==> src/rtl/uart_script_engine.sv <==
// Byte-script UART generator/checker: plays tx script into uart_tx, scores uart_rx against expected script.
// Latency: start -> first uart_tx_valid one cycle later when uart_tx_ready is already high.
// Backpressure: waits on uart_tx_ready before every byte; rx side is never stalled and simply scores.
module uart_script_engine #(
    parameter int DATA_WIDTH = 8,
    parameter int TX_DEPTH   = 16,
    parameter int EXP_DEPTH  = 16,
    parameter int GAP_CYCLES = 0,
    parameter int TIMEOUT    = 1000000,
    parameter int CNT_W      = 16,
    localparam int TAW = $clog2(TX_DEPTH),
    localparam int EAW = $clog2(EXP_DEPTH),
    localparam int AW  = (TAW > EAW) ? TAW : EAW
) (
    input  logic                  clk,
    input  logic                  rst,
    input  logic                  wr_en,
    input  logic                  wr_sel,
    input  logic [AW-1:0]         wr_addr,
    input  logic [DATA_WIDTH-1:0] wr_data,
    input  logic [TAW:0]          tx_len,
    input  logic [EAW:0]          exp_len,
    input  logic                  start,
    input  logic                  uart_tx_ready,
    output logic                  uart_tx_valid,
    output logic [DATA_WIDTH-1:0] uart_tx_data,
    input  logic                  uart_rx_valid,
    input  logic [DATA_WIDTH-1:0] uart_rx_data,
    input  logic                  uart_rx_err,
    output logic                  busy,
    output logic                  done,
    output logic                  pass,
    output logic                  timeout,
    output logic [CNT_W-1:0]      err_count,
    output logic [CNT_W-1:0]      rx_count
);

    localparam logic [2:0] S_IDLE    = 3'd0;
    localparam logic [2:0] S_GAP     = 3'd1;
    localparam logic [2:0] S_SEND    = 3'd2;
    localparam logic [2:0] S_HOLD    = 3'd3;
    localparam logic [2:0] S_WAITRDY = 3'd4;
    localparam logic [2:0] S_DRAIN   = 3'd5;
    localparam logic [2:0] S_DONE    = 3'd6;

    localparam int TMW = $clog2(TIMEOUT + 1);
    localparam int GW  = $clog2(GAP_CYCLES + 2);
    localparam logic [TAW:0]    TX_MAX   = (TAW+1)'(TX_DEPTH);
    localparam logic [EAW:0]    EXP_MAX  = (EAW+1)'(EXP_DEPTH);
    localparam logic [TMW-1:0]  TMO_LAST = TMW'(TIMEOUT - 1);
    localparam logic [GW-1:0]   GAP_LAST = GW'((GAP_CYCLES > 0) ? GAP_CYCLES - 1 : 0);

    logic [2:0]            state;
    logic [DATA_WIDTH-1:0] tx_mem  [TX_DEPTH];
    logic [DATA_WIDTH-1:0] exp_mem [EXP_DEPTH];
    logic [TAW:0]          idx;
    logic [TAW:0]          tx_len_q;
    logic [EAW:0]          exp_len_q;
    logic                  hold_cnt;
    logic [GW-1:0]         gap_cnt;
    logic [TMW-1:0]        tmo_cnt;

    logic                  start_ok;
    logic [TAW:0]          tx_len_c;
    logic [EAW:0]          exp_len_c;
    logic [CNT_W-1:0]      exp_len_w;
    logic                  rx_miss;
    logic [CNT_W:0]        err_sum;
    logic [CNT_W-1:0]      err_nxt;
    logic [CNT_W-1:0]      rx_nxt;
    logic                  tmo_hit;

    assign busy          = (state != S_IDLE) && (state != S_DONE);
    assign start_ok      = start && !busy;
    assign tx_len_c      = (tx_len > TX_MAX) ? TX_MAX : tx_len;
    assign exp_len_c     = (exp_len > EXP_MAX) ? EXP_MAX : exp_len;
    assign exp_len_w     = CNT_W'(exp_len_q);
    assign uart_tx_valid = (state == S_SEND) && uart_tx_ready;
    assign uart_tx_data  = uart_tx_valid ? tx_mem[idx[TAW-1:0]] : '0;

    // Beyond exp_len every byte is an extra; the memory index is only meaningful below it.
    assign rx_miss = uart_rx_valid &&
                     ((rx_count >= exp_len_w) || (uart_rx_data != exp_mem[rx_count[EAW-1:0]]));
    assign err_sum = {1'b0, err_count} + (CNT_W+1)'(rx_miss) + (CNT_W+1)'(uart_rx_err);
    assign err_nxt = err_sum[CNT_W] ? '1 : err_sum[CNT_W-1:0];
    assign rx_nxt  = (uart_rx_valid && (rx_count != '1)) ? rx_count + CNT_W'(1) : rx_count;
    assign tmo_hit = busy && !uart_tx_valid && !uart_rx_valid && (tmo_cnt == TMO_LAST);

    always_ff @(posedge clk) begin
        if (wr_en && !busy) begin
            if (!wr_sel && ({1'b0, wr_addr} < (AW+1)'(TX_DEPTH)))
                tx_mem[wr_addr[TAW-1:0]] <= wr_data;
            if (wr_sel && ({1'b0, wr_addr} < (AW+1)'(EXP_DEPTH)))
                exp_mem[wr_addr[EAW-1:0]] <= wr_data;
        end
    end

    always_ff @(posedge clk) begin
        if (rst) begin
            state     <= S_IDLE;
            idx       <= '0;
            tx_len_q  <= '0;
            exp_len_q <= '0;
            hold_cnt  <= 1'b0;
            gap_cnt   <= '0;
            tmo_cnt   <= '0;
            done      <= 1'b0;
            pass      <= 1'b0;
            timeout   <= 1'b0;
            err_count <= '0;
            rx_count  <= '0;
        end else begin
            if (busy) begin
                err_count <= err_nxt;
                rx_count  <= rx_nxt;
                tmo_cnt   <= (uart_tx_valid || uart_rx_valid) ? '0 : tmo_cnt + TMW'(1);
            end
            if (start_ok) begin
                tx_len_q  <= tx_len_c;
                exp_len_q <= exp_len_c;
                idx       <= '0;
                tmo_cnt   <= '0;
                err_count <= '0;
                rx_count  <= '0;
                done      <= 1'b0;
                pass      <= 1'b0;
                timeout   <= 1'b0;
                state     <= (tx_len_c == '0) ? S_DRAIN : S_SEND;
            end else if (tmo_hit) begin
                // Abort wherever we are; an in-flight tx byte is simply abandoned.
                state   <= S_DONE;
                done    <= 1'b1;
                timeout <= 1'b1;
                pass    <= 1'b0;
            end else begin
                case (state)
                    S_SEND: if (uart_tx_ready) begin
                        idx      <= idx + (TAW+1)'(1);
                        hold_cnt <= 1'b0;
                        state    <= S_HOLD;
                    end
                    S_HOLD: begin
                        if (hold_cnt) state <= S_WAITRDY;
                        hold_cnt <= 1'b1;
                    end
                    S_WAITRDY: if (uart_tx_ready) begin
                        gap_cnt <= '0;
                        if (idx == tx_len_q)     state <= S_DRAIN;
                        else if (GAP_CYCLES == 0) state <= S_SEND;
                        else                     state <= S_GAP;
                    end
                    S_GAP: begin
                        if (gap_cnt == GAP_LAST) state <= S_SEND;
                        gap_cnt <= gap_cnt + GW'(1);
                    end
                    S_DRAIN: if (rx_count >= exp_len_w) begin
                        state <= S_DONE;
                        done  <= 1'b1;
                        pass  <= (err_nxt == '0) && (rx_nxt == exp_len_w);
                    end
                    default: ;
                endcase
            end
        end
    end

endmodule

==> config.mk <==
export PLATFORM = sky130hd
export DESIGN_NAME = uart_script_engine
export DESIGN_NICKNAME = d
export VERILOG_FILES = /design/src/rtl/uart_script_engine.sv
export SDC_FILE = /design/constraint.sdc
export NUM_CORES = 1
export LEC_CHECK = 0
export CORE_ASPECT_RATIO = 0.7
export CORE_MARGIN = 10
export CORE_UTILIZATION = 44
export CTS_CLUSTER_DIAMETER = 120
export CTS_CLUSTER_SIZE = 16
export DETAILED_ROUTE_END_ITERATION = 12
export GPL_ROUTABILITY_DRIVEN = 0
export SYNTH_ARGS = -nofsm -noshare
export SYNTH_HDL_FRONTEND = slang
export SYNTH_SLANG_ARGS = --single-unit
==> constraint.sdc <==
create_clock -name clk -period 5.1 [get_ports clk]
set_clock_uncertainty 0.15 [all_clocks]
set_input_delay 0.51 -clock clk [delete_from_list [all_inputs] [get_ports clk]]
set_output_delay 0.51 -clock clk [all_outputs]
set_load 0.01 [all_outputs]
# ---- Word level (Yosys, flattened, before mapping)
# Memory sizes are Yosys's and may differ from the RTL's. A register that Yosys moved wholly into a read port is not among the register bits.
# Cells that the tools add are included.
dict set report classes {
  add_sub_neg 6
  n_lt_le_gt_ge 3
  n_eq_ne 18
  n_mux 32
  bitwise 2
  n_reduce_logical 31
}
# cell n
set ops {}
lappend ops {{2-to-1 mux 16 bit} 2}
lappend ops {{2-to-1 mux 3 bit} 9}
lappend ops {{adder 20 x 1 -> 20 bit, second input constant} 1}
lappend ops {{equality test 20 bit, second input constant} 1}
lappend ops {{2-to-1 mux 20 bit} 1}
lappend ops {{!= test 4 bit, second input constant} 5}
lappend ops {{adder 16 x 1 -> 17 bit} 1}
lappend ops {{adder 17 x 1 -> 17 bit} 1}
lappend ops {{adder 16 x 1 -> 16 bit, second input constant} 1}
lappend ops {{equality test 16 x 5 -> 1 bit} 1}
lappend ops {{>= comparator 16 x 5 -> 1 bit} 1}
lappend ops {{zero test 16 bit} 1}
lappend ops {{2-to-1 mux 4 bit} 4}
lappend ops {{!= test 16 bit, second input constant} 1}
lappend ops {{case mux 3 bit (5 select lines)} 1}
lappend ops {{greater-than comparator 5 bit, second input constant} 2}
lappend ops {{logical AND 1 bit} 10}
lappend ops {{2-to-1 mux 1 bit} 10}
lappend ops {{2-to-1 mux 5 bit} 2}
lappend ops {{2-to-1 mux 8 bit} 1}
lappend ops {{!= test 8 bit} 1}
lappend ops {{AND reduction 4 bit} 2}
lappend ops {{nonzero test 2 bit} 4}
lappend ops {{nonzero test 7 bit} 1}
lappend ops {{19 further kinds} 28}
dict set report totals {
  reg_bits 75
  ramBits 256
  inputBits 38
  output_inout_bits 45
  wordCells 106
  n_memories 2
}
# name depth width rd rd_ports_with_merged_regs wr line_no
set memory_table {}
lappend memory_table {exp_mem 16 8 1 1 1 55} ;# logic [DATA_WIDTH-1:0] exp_mem [EXP_DEPTH];
lappend memory_table {tx_mem 16 8 1 1 1 54} ;# logic [DATA_WIDTH-1:0] tx_mem [TX_DEPTH];

# ---- Depth between registers and ports, before layout
# Gate-level depths: netlist of run 1.
dict set report logic_depth {
  word_depth 10
  depth_mapped 20
  mapped_depth_nobuf 16
}

# ---- Least setup slack after synthesis of run 1
# No wires, ideal clock.
dict set report synth_timing {
  kind {flip-flop to flip-flop}
  startpoint {reg with a tool-made name}
  endpoint {reg pass}
  setup_ps 69
  t_arrival_ps 3980
  t_required_ps 4881
  slack_ps 902
  stages_incl_launch_ff 19
  path_buffers 4
  period_less_slack_ps 4198
  path_cell_list {dfxtp_1 -> buf_2 -> buf_2 -> mux4_2 -> mux4_2 -> xor2_1 -> nor3_1 -> a41oi_1 -> fa_1 -> ha_1 -> buf_2 -> nand4_1 -> nor3_2 -> and2_1 -> clkbuf_1 -> a211o_1 -> nor4_2 -> o2111ai_1 -> o21ai_1}
}
# item line_no
set synth_lines {}
lappend synth_lines {{to (signal assigned)} 159} ;# pass <= (err_nxt == '0) && (rx_nxt == exp_len_w);
lappend synth_lines {{to (decl)} 32} ;# output logic pass,

==> run metrics, run 1 <==
Syn Nets 1094; Reg2Reg Setup Slack 0.34 ns; Die H 172 um; clock sink count 339; fin nets 1156; slew margin rel. 12.5%; Pwr Total 6.41 mW; initial detailed-routing violation count 874; critical path's most frequent cell nor3_2; async set-reset flop share out of synthesis 0%; P_int 4.54 mW; Ys Warns 0; Net Sw Frac 29.2%; full die area 41000 um2; mux contribution to synthesized area 12.0%; CTS H-Tree Depth 1; max-slew violation count 0; final wirelength 35.1 mm; CP max-delay cell mux4_2; share of layout cells above drive strength 1 12.0%; HPWL after DPL 23.5 mm; Die Width 238 um; Clk pwr share 29.4%; Max-cap violations 0; post-layout minimum cycle time 4.76 ns; synth top area cells edfxtp_1, dfxtp_1, mux4_2, nor2_1, xor2_1; Buf/Inv on CP 1; non-filler cells in the finished layout 1554; Netlist cell types 64; RR Endpoint pass$_SDFFE_PP0P_; hold path start tx_len_q[4]$_SDFFE_PP0P_; Initial Util 44.9%; number of global-route vias before repair 8637; maximum achievable frequency 210 MHz; Worst Hold Path EP tx_len_q[4]$_SDFFE_PP0P_; Syn Area/Cell 14.0 um2; mapped cell area 14600 um2; CTS Buffer Depth 3; EDFF count, synth 256; cell area power density 386 nW/um2; Worst Setup End Kind register; largest area contributor in the netlist edfxtp_1; Psw 1.87 mW; startpoint types register; commonest non-fill, non-tap cell in the layout edfxtp_1; total global routing overflow 0; combinational share of power 21.1%; worst hold stages 2; Adder-Cell Fraction of Synth Area 0.908%; CTS Root Cell clkbuf_16; WP data arrival 5.10 ns; dpl ws 0.177 ns; DR vias 8848; CP peak stage delay 0.50 ns; CP top delay family compound AO/OA/AOI/OAI gates; WL/cell 22.6 um; status finished, final reports clean; Min-Delay Path Class register to register; register area share after synthesis 64.0%; Max rail drop VDD 0.000352 V; post-CTS setup buffer count 0; period utilisation layout 93.3%; Top Usage Layer GRT met1; Setup CP Type register to register; placed insts 1508; DRT Pass-1 Iters 5; sequential share of power 49.5%; largest family of logic cells by synthesized area simple AND/OR/NAND/NOR gates; met2 GRT Util 25.0%; Yosys reg bits 339; Mapped Cells 1046; clock transition at the registers of the reported paths 0.08 ns; met1 GRT Util 25.8%; share of the synthesized area in the top cell type 52.6%; Post-Synth XOR/XNOR Area 3.48%; Util after Layout 51.0%; met3 usage 3.28%; leakage dissipation 5.13 nW; CTS Buf Count 25; Synth Area in Compound Gates 5.22%; Final TNS setup 0 ns; final-layout fill cell count 2833; drc violations 0; r2r worst-path depth 16; CP cell instances buf_12, mux4_2, nor2b_1, a211oi_1, a21oi_1, xor2_1, nor3_2, a41oi_1, fa_1, ha_1, nand4_1, nor3_2, a31oi_1, a2111oi_1, o2111ai_1, o21ai_1; Worst-Skew Late Latency 0.56 ns; Area Overhead vs Synth 13.7%; pin slew with the least headroom to its limit 1.31 ns; Post-Synth Simple-Gate Area 12.1%; diode count 0; PortBufs 82; CTS tree yes; total track usage 17.0%; Synth Flop Type edfxtp_1; I/O pin cnt 83; cts hold-fix bufs 0; Via density 5.69; slack of the critical path 0.341 ns; row cnt 55; most frequent cells in the layout edfxtp_1, nor2_1, clkdlybuf4s50_1; setup violators final 0; register area 9350 um2; first-pass GRT wire length 53.5 mm; crit path max fanout 15; Core Region 32600 um2; Multi-input gate area 4950 um2; Post-DRT Antenna Nets 0; pin count of the biggest net entering global routing 47; CP Data Required Time 5.44 ns; initial antenna violation count 0; count of final hold-check violations 0
[tightest hold or removal path: stages, from the launching register on]
cell     delay (ns)
dfxtp_1        0.33
nand2_1        0.06
a21oi_1        0.05
[flip-flops by register name (all words and copies together), names as in the netlist, named ones only]
name / count
exp_mem: 128
tx_mem: 128
tmo_cnt: 20
err_count: 16
rx_count: 16
exp_len_q: 5
idx: 5
tx_len_q: 5
state: 3
done: 1
gap_cnt: 1
hold_cnt: 1
pass: 1
timeout: 1
[routing by layer]
metal / routed length (um) / share of wire, %
met1: 16700 / 48
met4: 531 / 1.5
met5: 0 / 0
met3: 2720 / 7.7
met2: 15100 / 43
[stage by stage]
step	hold slack, ns	cell area (um2)
floorplan	0.298	14600
global route	0.368	16600
finish	0.334	16600
global placement	0.307	15900
CTS	0.338	16600
detailed placement	0.325	15900
[cells in the mapped netlist (3+ instances only)]
| cell | n |
|---|---|
| a211oi_1 | 12 |
| a21oi_1 | 39 |
| a311oi_1 | 10 |
| a31oi_1 | 8 |
| and2_1 | 11 |
| and3_1 | 12 |
| buf_1 | 10 |
| buf_2 | 20 |
| clkbuf_1 | 32 |
| dfxtp_1 | 83 |
| edfxtp_1 | 256 |
| ha_1 | 9 |
| inv_1 | 13 |
| mux2i_1 | 13 |
| mux4_2 | 72 |
| nand2_1 | 61 |
| nand2b_1 | 4 |
| nand3_1 | 28 |
| nand3b_1 | 3 |
| nand4_1 | 20 |
| nor2_1 | 137 |
| nor2b_1 | 8 |
| nor3_1 | 25 |
| nor3b_1 | 11 |
| nor4_1 | 13 |
| o21ai_0 | 21 |
| o21ai_1 | 3 |
| o31ai_1 | 4 |
| or3_1 | 5 |
| or4_1 | 3 |
| xnor2_1 | 22 |
| xor2_1 | 36 |
[power groups by stage]
stage,clock (mW),sequential (mW),combinational (mW)
after floorplan,0,3.14,0.957
after global placement,0,3.23,1.35
final,1.88,3.17,1.35
after CTS,1.93,3.17,1.36
after detailed placement,0,3.23,1.36
after global routing,2.04,3.19,1.49
[cell families (layout without fill, tap and decap cells)]
logic type / after synthesis / count (layout)
xor gates and xnor gates: 58 / 58
adders and majority gates: 10 / 10
buffers and inverters: 78 / 159
DFF: 339 / 339
and+or+nand+nor: 358 / 358
AOI/OAI and AO/OA: 118 / 118
muxes: 85 / 85
[final cells by class]
type | instances | share of cell area, %
clock buffers | 44 | 4.20
clock inverters | 2 | 0.219
inverters | 13 | 0.294
multi-input cells | 629 | 29.8
flip-flops and latches | 339 | 56.3
well taps | 427 | 3.22
repair buffers | 100 | 5.91
[how the worst max path moves through the flow]
stage | start | to | cells past startpoint | slack (ns)
2_1_floorplan | register | pass$_SDFFE_PP0P_ | 18 | 0.90
3_3_place_gp | register | pass$_SDFFE_PP0P_ | 17 | 0.26
3_5_place_dp | register | pass$_SDFFE_PP0P_ | 17 | 0.18
4_1_cts | register | pass$_SDFFE_PP0P_ | 17 | 0.14
5_1_grt | register | pass$_SDFFE_PP0P_ | 16 | -0.03
6_report | register | pass$_SDFFE_PP0P_ | 16 | 0.34
[repair_timing]
action,4_1_cts,5_1_grt
endpoints found under the setup margin,0,9
endpoints found under the hold margin,0,0
resized for setup,0,4
No activity file was read; power rests on OpenSTA's default activity.
==> run 2, diff against run 1 <==
MAX_ROUTING_LAYER = met4   (was default)
==> run metrics, run 2 (synthesized netlist as in run 1, its figures left out) <==
clock sink count 339; pin slew with the least headroom to its limit 1.33 ns; CTS Buffer Depth 3; Util after Layout 51.0%; Buf/Inv on CP 1; dpl ws 0.177 ns; Clk pwr share 29.3%; period utilisation layout 92.7%; r2r worst-path depth 16; WL/cell 22.6 um; fin nets 1156; CTS Root Cell clkbuf_16; slew margin rel. 11.2%; initial detailed-routing violation count 893; first-pass GRT wire length 53.5 mm; CTS H-Tree Depth 1; Post-DRT Antenna Nets 0; number of global-route vias before repair 8612; crit path max fanout 15; CP max-delay cell mux4_2; PortBufs 82; DR vias 8865; CTS tree yes; slack of the critical path 0.372 ns; CP top delay family compound AO/OA/AOI/OAI gates; cell area power density 386 nW/um2; Die H 172 um; pin count of the biggest net entering global routing 47; Psw 1.87 mW; placed inst area 15900 um2; maximum achievable frequency 212 MHz; Min-Delay Path Class register to register; Initial Util 44.9%; Max rail drop VDD 0.000353 V; count of final hold-check violations 0; I/O pin cnt 83; Worst Hold Path EP tx_len_q[4]$_SDFFE_PP0P_; CTS Buf Count 25; P_int 4.54 mW; full die area 41000 um2; Area Overhead vs Synth 13.7%; total global routing overflow 0; Via density 5.70; HPWL after DPL 23.5 mm; Core Region 32600 um2; most frequent cells in the layout edfxtp_1, nor2_1, clkdlybuf4s50_1; placed insts 1508; Fin Hold WS 0.334 ns; drc violations 0; setup violators final 0; CP Data Required Time 5.44 ns; design area 16600 um2; max-slew violation count 0; diode count 0; row cnt 55; sequential share of power 49.5%; leakage dissipation 5.13 nW; Worst Setup End Kind register; initial antenna violation count 0; commonest non-fill, non-tap cell in the layout edfxtp_1; Setup CP Type register to register; hold path start tx_len_q[4]$_SDFFE_PP0P_; Max-cap violations 0; status finished, final reports clean; non-filler cells in the finished layout 1554; post-layout minimum cycle time 4.73 ns; post-CTS setup buffer count 0; RR Endpoint pass$_SDFFE_PP0P_; Pwr Total 6.41 mW; startpoint types register; WP data arrival 5.07 ns; WP depth 16; combinational share of power 21.2%; share of layout cells above drive strength 1 12.0%; Final TNS setup 0 ns; final wirelength 35.1 mm; Reg2Reg Setup Slack 0.37 ns; CP peak stage delay 0.50 ns; worst hold stages 2; DRT Pass-1 Iters 7; Net Sw Frac 29.2%; Worst-Skew Late Latency 0.56 ns; CP cell instances buf_12, mux4_2, nor2b_1, a211oi_1, a21oi_1, xor2_1, nor3_2, a41oi_1, fa_1, ha_1, nand4_1, nor3_2, a31oi_1, a2111oi_1, o2111ai_1, o21ai_1; Die Width 238 um; critical path's most frequent cell nor3_2; clock transition at the registers of the reported paths 0.08 ns; total track usage 17.5%
[run 2: timing repair]
item / 4_1_cts / 5_1_grt
hold buffers: 0 / 0
setup endpoints to repair: 0 / 9
resized for setup: 0 / 4
[run 2: area by class of cell]
class	instances	area, um2
well taps	427	534
clock buffers	44	697
inverters	13	48.8
flip-flops and latches	339	9350
repair buffers	100	981
clock inverters	2	36.3
fillers	2833	15900
multi-input cells	629	4950
[run 2: how the worst max path moves through the flow]
stage / to / startpoint / slack, ns
finish: pass$_SDFFE_PP0P_ / register / 0.37
global placement: pass$_SDFFE_PP0P_ / register / 0.26
detailed placement: pass$_SDFFE_PP0P_ / register / 0.18
CTS: pass$_SDFFE_PP0P_ / register / 0.14
global route: pass$_SDFFE_PP0P_ / register / -0.03
floorplan: pass$_SDFFE_PP0P_ / register / 0.90
[run 2: worst register-to-register path, cell delays in order, from the launching register on]
cell	delay, ns
dfxtp_4	0.49
buf_12	0.22
mux4_2	0.50
nor2b_1	0.14
a211oi_1	0.24
a21oi_1	0.08
xor2_1	0.18
nor3_2	0.09
a41oi_1	0.30
fa_1	0.33
ha_1	0.33
nand4_1	0.25
nor3_2	0.45
a31oi_1	0.15
a2111oi_1	0.44
o2111ai_1	0.17
o21ai_1	0.16
[run 2: power groups by stage]
stage	Clock (mW)	Sequential (mW)	Combinational [mW]
CTS	1.93	3.17	1.36
finish	1.88	3.17	1.36
global route	2.04	3.19	1.49
global placement	0	3.23	1.35
floorplan	0	3.14	0.957
detailed placement	0	3.23	1.36
[run 2: metal layers]
metal	global-route usage (%)	vias up	share of wire, %
met5	-	-	0
met4	3.25	0	1.5
met3	3.12	44	7.2
met2	25.0	301	43
met1	25.9	4418	48
li1	-	4102	-
==> run 3, diff against run 2 <==
SLEW_MARGIN = 20   (was default)
==> run metrics, run 3 (synthesized netlist as in run 1, its figures left out) <==
diode count 0; CP cell instances buf_12, mux4_2, nor2b_1, a211oi_1, a21oi_1, xor2_1, nor3_2, a41oi_1, fa_1, ha_1, nand4_1, nor3_4, nor3_1, a31oi_1, a2111oi_1, o2111ai_1, o21ai_1; total global routing overflow 0; Metal-1 WL 17.4 mm; count of final hold-check violations 0; HPWL after DPL 23.5 mm; CP peak stage delay 0.51 ns; initial detailed-routing violation count 887; DRT Pass-1 Iters 4; period utilisation layout 92.9%; Buf/Inv on CP 1; Post-DRT Antenna Nets 0; routed length on met2 15.3 mm; Worst Setup End Kind register; CTS Root Cell clkbuf_16; full die area 41000 um2; initial antenna violation count 0; clock sink count 339; CP top delay family compound AO/OA/AOI/OAI gates; dpl ws 0.175 ns; clock transition at the registers of the reported paths 0.08 ns; Routed met3 length 2.12 mm; max-slew violation count 0; pin count of the biggest net entering global routing 47; Max-cap violations 0; drc violations 0; CTS H-Tree Depth 1; CTS Buf Count 25; CTS tree yes; status finished, final reports clean; Max rail drop VDD 0.000318 V; total track usage 17.5%; crit path max fanout 15; post-layout minimum cycle time 4.74 ns; Worst-Skew Late Latency 0.55 ns; DR vias 8838; Initial Util 44.9%; maximum achievable frequency 211 MHz; Setup CP Type register to register; Core Region 32600 um2; final wirelength 35.2 mm; CTS Buffer Depth 3; final-layout fill cell count 2814; Via density 5.69; Min-Delay Path Class register to register; Final TNS setup 0 ns; share of layout cells above drive strength 1 12.6%; Die H 172 um; Highest Signal Layer met4; I/O pin cnt 83; WL/cell 22.7 um; hold path start hold_cnt$_SDFFE_PP0P_; cell area power density 386 nW/um2; leakage dissipation 5.14 nW; first-pass GRT wire length 53.4 mm; CP Data Required Time 5.43 ns; slack of the critical path 0.360 ns; Die Width 238 um; WP data arrival 5.07 ns; fin nets 1156; most frequent cells in the layout edfxtp_1, nor2_1, dfxtp_1; PortBufs 82; slew margin rel. 18.1%; row cnt 55; number of global-route vias before repair 8507; CP max-delay cell fa_1; setup violators final 0; pin slew with the least headroom to its limit 1.22 ns; Area Overhead vs Synth 13.4%; Reg2Reg Setup Slack 0.36 ns; commonest non-fill, non-tap cell in the layout edfxtp_1; startpoint types register
-- run 3: cell type report --
| cell class | instances | area [um2] | area share, % |
|---|---|---|---|
| well taps | 427 | 534 | 3.23 |
| multi-input cells | 629 | 4950 | 29.9 |
| clock inverters | 2 | 25.0 | 0.151 |
| flip-flops and latches | 339 | 9350 | 56.5 |
| clock buffers | 44 | 697 | 4.21 |
| inverters | 13 | 48.8 | 0.295 |
| repair buffers | 100 | 946 | 5.71 |
-- run 3: per-stage QoR --
| step | power (mW) | hold slack, ns | util (%) | cell area (um2) | std cells |
|---|---|---|---|---|---|
| CTS | 6.44 | 0.340 | 50.9 | 16600 | 1554 |
| finish | 6.40 | 0.338 | 50.9 | 16600 | 1554 |
| global route | 6.69 | 0.359 | 50.9 | 16600 | 1554 |
| floorplan | 4.10 | 0.298 | - | 14600 | 1046 |
| detailed placement | 4.59 | 0.324 | 48.7 | 15800 | 1508 |
| global placement | 4.58 | 0.307 | 48.7 | 15900 | 1508 |
-- run 3: repair_timing --
action | 4_1_cts | 5_1_grt
setup endpoints to repair | 0 | 9
buffers inserted | 0 | 0
hold buffers | 0 | 0
gates resized for setup | 0 | 3
-- run 3: final timing paths --
check | endpoint | depth (start not counted)
max reg2reg | pass$_SDFFE_PP0P_ | 17
max | pass$_SDFFE_PP0P_ | 17
min | hold_cnt$_SDFFE_PP0P_ | 2
min reg2reg | hold_cnt$_SDFFE_PP0P_ | 2
-- run 3: tightest hold or removal path: cells and delay by family (launching register included) --
kind	cells	cell delay (ns)
flip-flops	1	0.31
AO/OA/AOI/OAI	2	0.12
-- run 3: power by group --
| group | total (mW) | internal (mW) | switching (mW) | leakage (nW) |
|---|---|---|---|---|
| sequential | 3.17 | 3.04 | 0.123 | 2.98 |
| clock | 1.88 | 0.935 | 0.941 | 0.342 |
| combinational | 1.35 | 0.544 | 0.810 | 1.83 |
-- run 3: per-layer routing --
layer	GRT usage, %	up-vias
li1	-	4096
met1	26.3	4468
met2	24.8	241
met3	3.01	33
met4	2.78	0
met5	-	-
